--- src/rtl/mem_port_arbiter.sv ---
// mem_port_arbiter
//   Shares one SRAM-like memory port between the instruction fetch requester
//   and the head of the data request FIFO. One transaction is outstanding at
//   a time: grant in IDLE, present the request in ADDR until the address is
//   accepted, then wait in DATA for completion and return read data or a
//   store-done pulse to the owner.
//
// Ports
//   i_clk, i_rst_n                  clock, asynchronous active-low reset
//   i_inst_req/i_inst_addr          fetch request (read only)
//   o_inst_addr_ok                  fetch captured this cycle (combinational)
//   o_inst_rvalid/o_inst_rdata      fetch data, one-cycle pulse
//   i_data_valid/va/wdata/ren/wen/byteen   data FIFO head
//   o_data_read_stall/write_stall   low only in the cycle the head is captured
//   o_data_rvalid/o_data_rdata      load data, one-cycle pulse
//   o_data_wdone                    store completed, one-cycle pulse
//   o_req/o_wr/o_wstrb/o_addr/o_wdata   registered bus request fields
//   i_addr_ok/i_data_ok/i_rdata     bus handshake and read data
module mem_port_arbiter #(
    parameter bit DATA_PRIO = 1'b1
) (
    input  logic        i_clk,
    input  logic        i_rst_n,
    input  logic        i_inst_req,
    input  logic [31:0] i_inst_addr,
    output logic        o_inst_addr_ok,
    output logic        o_inst_rvalid,
    output logic [31:0] o_inst_rdata,
    input  logic        i_data_valid,
    input  logic [31:0] i_data_va,
    input  logic [31:0] i_data_wdata,
    input  logic        i_data_ren,
    input  logic        i_data_wen,
    input  logic [3:0]  i_data_byteen,
    output logic        o_data_read_stall,
    output logic        o_data_write_stall,
    output logic        o_data_rvalid,
    output logic [31:0] o_data_rdata,
    output logic        o_data_wdone,
    output logic        o_req,
    output logic        o_wr,
    output logic [3:0]  o_wstrb,
    output logic [31:0] o_addr,
    output logic [31:0] o_wdata,
    input  logic        i_addr_ok,
    input  logic        i_data_ok,
    input  logic [31:0] i_rdata
);

    typedef enum logic [1:0] {IDLE, ADDR, DATA} state_e;

    state_e      state_q, state_d;
    logic        last_data_q, last_data_d;   // 1 = data side won the last grant
    logic        owner_data_q, owner_data_d; // 1 = current transaction is the data side's
    logic        req_q, req_d;
    logic        wr_q, wr_d;
    logic [3:0]  wstrb_q, wstrb_d;
    logic [31:0] addr_q, addr_d;
    logic [31:0] wdata_q, wdata_d;
    logic        inst_rvalid_q, inst_rvalid_d;
    logic [31:0] inst_rdata_q, inst_rdata_d;
    logic        data_rvalid_q, data_rvalid_d;
    logic [31:0] data_rdata_q, data_rdata_d;
    logic        data_wdone_q, data_wdone_d;

    logic data_cand;
    logic data_wins;
    logic in_idle;
    logic grant_data;
    logic grant_inst;

    // Grants are combinational from IDLE; gating with i_rst_n keeps both
    // stalls high and addr_ok low while reset is held.
    always_comb begin
        data_cand  = i_data_valid & (i_data_ren | i_data_wen);
        data_wins  = data_cand & (~i_inst_req | DATA_PRIO | ~last_data_q);
        in_idle    = (state_q == IDLE) & i_rst_n;
        grant_data = in_idle & data_wins;
        grant_inst = in_idle & i_inst_req & ~data_wins;
    end

    always_comb begin
        state_d       = state_q;
        last_data_d   = last_data_q;
        owner_data_d  = owner_data_q;
        req_d         = req_q;
        wr_d          = wr_q;
        wstrb_d       = wstrb_q;
        addr_d        = addr_q;
        wdata_d       = wdata_q;
        inst_rvalid_d = 1'b0;
        inst_rdata_d  = inst_rdata_q;
        data_rvalid_d = 1'b0;
        data_rdata_d  = data_rdata_q;
        data_wdone_d  = 1'b0;
        case (state_q)
            IDLE: begin
                if (grant_data || grant_inst) begin
                    state_d      = ADDR;
                    req_d        = 1'b1;
                    owner_data_d = grant_data;
                    last_data_d  = grant_data;
                    if (grant_data) begin
                        addr_d  = i_data_va;
                        wdata_d = i_data_wdata;
                        wr_d    = i_data_wen;
                        wstrb_d = i_data_byteen;
                    end else begin
                        addr_d  = i_inst_addr;
                        wdata_d = 32'h0;
                        wr_d    = 1'b0;
                        wstrb_d = 4'hF;
                    end
                end
            end
            ADDR: begin
                if (i_addr_ok) begin
                    state_d = DATA;
                    req_d   = 1'b0;
                end
            end
            DATA: begin
                if (i_data_ok) begin
                    state_d = IDLE;
                    if (wr_q) begin
                        data_wdone_d = 1'b1;
                    end else if (owner_data_q) begin
                        data_rvalid_d = 1'b1;
                        data_rdata_d  = i_rdata;
                    end else begin
                        inst_rvalid_d = 1'b1;
                        inst_rdata_d  = i_rdata;
                    end
                end
            end
            default: state_d = IDLE;
        endcase
    end

    always_ff @(posedge i_clk or negedge i_rst_n) begin
        if (!i_rst_n) begin
            state_q       <= IDLE;
            last_data_q   <= 1'b0;
            owner_data_q  <= 1'b0;
            req_q         <= 1'b0;
            wr_q          <= 1'b0;
            wstrb_q       <= 4'h0;
            addr_q        <= 32'h0;
            wdata_q       <= 32'h0;
            inst_rvalid_q <= 1'b0;
            inst_rdata_q  <= 32'h0;
            data_rvalid_q <= 1'b0;
            data_rdata_q  <= 32'h0;
            data_wdone_q  <= 1'b0;
        end else begin
            state_q       <= state_d;
            last_data_q   <= last_data_d;
            owner_data_q  <= owner_data_d;
            req_q         <= req_d;
            wr_q          <= wr_d;
            wstrb_q       <= wstrb_d;
            addr_q        <= addr_d;
            wdata_q       <= wdata_d;
            inst_rvalid_q <= inst_rvalid_d;
            inst_rdata_q  <= inst_rdata_d;
            data_rvalid_q <= data_rvalid_d;
            data_rdata_q  <= data_rdata_d;
            data_wdone_q  <= data_wdone_d;
        end
    end

    assign o_inst_addr_ok     = grant_inst;
    assign o_data_read_stall  = ~(grant_data & i_data_ren);
    assign o_data_write_stall = ~(grant_data & ~i_data_ren & i_data_wen);
    assign o_inst_rvalid      = inst_rvalid_q;
    assign o_inst_rdata       = inst_rdata_q;
    assign o_data_rvalid      = data_rvalid_q;
    assign o_data_rdata       = data_rdata_q;
    assign o_data_wdone       = data_wdone_q;
    assign o_req              = req_q;
    assign o_wr               = wr_q;
    assign o_wstrb            = wstrb_q;
    assign o_addr             = addr_q;
    assign o_wdata            = wdata_q;

endmodule
--- config.mk ---
export PLATFORM = sky130hd
export DESIGN_NAME = mem_port_arbiter
export DESIGN_NICKNAME = d
export VERILOG_FILES = /design/src/rtl/mem_port_arbiter.sv
export SDC_FILE = /design/constraint.sdc
export NUM_CORES = 1
export LEC_CHECK = 0
export CORE_MARGIN = 1.5
export CORE_UTILIZATION = 41
export DETAILED_ROUTE_END_ITERATION = 8
export PLACE_DENSITY_LB_ADDON = 0.05
export SLEW_MARGIN = 20
export SYNTH_ARGS = -nofsm -noshare
export SYNTH_HDL_FRONTEND = slang
export SYNTH_SLANG_ARGS = --single-unit
--- constraint.sdc ---
create_clock -name i_clk -period 2.1 [get_ports i_clk]
set_input_delay 0.42 -clock i_clk [delete_from_list [all_inputs] [get_ports i_clk]]
set_output_delay 0.42 -clock i_clk [all_outputs]
set_load 0.01 [all_outputs]
==> reports/qor.yml <==
fin_nets: 829
cts_tree: "done"
fin_cells: 882
maxCapViolations: 0
design_area_um2: 9770
synthFlopType: "dfrtp_1"
min_period_ns: 2.05
wl_per_cell_um: 17.4
grt-ovfl-total: 0
p_total_mw: 14.4
gp_congestion: 0.753
drive_gt1_frac: 0.316
critPathMaxFanout: 3
die_area_um2: 15100
ir_drop_mv: 0.743
fin_skew_ns: 0.00462
ys_async_sr_fraction: 1.00
cp-start-kind: "input port"
wirelength_mm: 15.4
htreeDepth: 4
holdWs_ns: 0.146
hold_viol: 0
synth_seq_cells: 140
min_period_over_period: 0.974
yosys_warnings: 0
hold_class: "input port to asynchronous set/reset pin"
antenna_found_initial: 0
coreArea_um2: 13900
worstPathArrival_ns: 1.63
syn_inst: 390
ant_nets: 0
route.detailed.drc: 0
first_iter_violations: 147
tightest_slew_ns: 0.684
num_vias: 4251
grt_pass1_wl_mm: 23.7
relSlewSlack: 0.544
placed_area_um2: 9020
status: "finished, final reports clean"
synth_cell_type_count: 21
num_rows: 43
rrSetupSlack_ns: 0.09
clock_tree.buffer_depth: 2
ios: 280
dp_slack_ns: -0.259
clkLatencyLatePin_ns: 0.41
grt_util_all_layers: 0.212
path_class: "input port to output port"
synth-edff-count: 0
setup_slack_ns: 0.0543
first_pass_iters: 3
slew_viol_final: 0
p_leak_nw: 4.25
r2r-start: "state_q[1]"
worstSetupEndpointType: "output port"
io_buffers: 279
crit_required_ns: 1.68
final_cell_mix: "clkdlybuf4s50_1 (275), mux2_2 (160), dfrtp_1 (138)"
cts_sinks: 140
cts_root_buffer: "clkbuf_16"
first_global_vias: 4612
syn_area_per_cell_um2: 15.1
syn-cell-area_um2: 5880
fmax_mhz: 489
layout.cells.most_common: "clkdlybuf4s50_1"
die_h_um: 123
viasPerCell: 4.82
ys_seq_area_frac: 0.596
critPathLaunch: "i_data_wen"
placed_cells: 847
start_util: 0.422
p_per_area_nw_per_um2: 1470
die_w_um: 123
n_antenna_cell: 0
clk_pin_slew_ns: 0.06
finalSetupViolCount: 0
synth_nets: 530
grt_max_degree: 129
area_growth_pct: 66.2
hpwl_mm: 11.1
rsz0062_at_grt: "false"
cts_made_buffers: 17
num-fill-cells: 998
## stage by stage
| step | TNS, ns | util |
|---|---|---|
| after floorplan | 0 | - |
| after global placement | -10.29 | 0.647 |
| after detailed placement | -12.97 | 0.647 |
| after CTS | 0 | 0.700 |
| after global routing | 0 | 0.701 |
| final | 0 | 0.701 |
## layer usage
metal	vias up	GRT usage	wire length, um
li1	1949	-	-
met1	2102	0.222	5510
met2	171	0.365	7900
met3	29	0.0994	1610
met4	0	0.0879	362
met5	-	0	0
## Yosys cell counts (2+ instances only)
master / number / share of area
inv_1: 6 / 0.0038
buf_2: 13 / 0.011
buf_4: 4 / 0.0051
dfrtp_1: 140 / 0.60
nor2b_1: 34 / 0.036
mux2_2: 160 / 0.31
mux2i_1: 4 / 0.0068
nand3b_1: 2 / 0.0026
nand3_1: 3 / 0.0026
nor2_1: 6 / 0.0038
nand2_1: 4 / 0.0026
buf_6: 5 / 0.0096
## worst max-delay path, stage by stage
cell and delay, ns:
clkdlybuf4s50_1 0.50, o21a_1 0.16, and3_4 0.21, nand2_1 0.06
dlygate4sd2_1 0.28
## cell type report
class / instances / area, um2 / area share
inverter: 6 / 22.5 / 0.00231
sequential: 140 / 3510 / 0.359
timing repair buffer: 302 / 3050 / 0.313
clock buffer: 23 / 508 / 0.0520
multi-input combinational: 222 / 2250 / 0.230
clock inverter: 9 / 204 / 0.0209
tap: 180 / 225 / 0.0231
## flip-flops by register name, indices dropped and copies added, names as in the netlist
| register | cells |
|---|---|
| o_data_wdone | 1 |
| o_inst_rdata | 32 |
| o_req | 1 |
| o_wr | 1 |
| o_addr | 32 |
| o_wstrb | 4 |
| o_data_rvalid | 1 |
| o_data_rdata | 32 |
| o_wdata | 32 |
| state_q | 2 |
| o_inst_rvalid | 1 |
| owner_data_q | 1 |
## power breakdown
| group | switching, mW | internal [mW] |
|---|---|---|
| Combinational | 2.16 | 3.96 |
| Clock | 1.12 | 2.42 |
| Sequential | 0.681 | 4.01 |
## timing repair
item / CTS / global route
pin swaps: 0 / 2
endpoints found under the hold margin: 12 / 0
resized for setup: 8 / 1
hold buffers: 1 / 0
endpoints found under the setup margin: 3 / 1
setup buffers: 0 / 2
## final timing paths
path | to | cells past startpoint
min in group i_clk | o_inst_rdata[19] | 1
worst min register to register | o_inst_rdata[19] | 1
worst min-delay path | o_data_rdata[10] | 2
max in group asynchronous | o_wdata[15] | 3
worst max-delay path | o_data_read_stall | 5
worst max register to register | o_addr[18] | 5
## cell families after synthesis
| group | Yosys count | synth area share |
|---|---|---|
| buffers and inverters | 28 | 0.0296 |
| multiplexers | 165 | 0.315 |
| flip-flops | 140 | 0.596 |
| AO/OA/AOI/OAI | 4 | 0.00490 |
| AND/OR/NAND/NOR | 53 | 0.0541 |
Note: power is estimated with default switching activity, not from simulation.
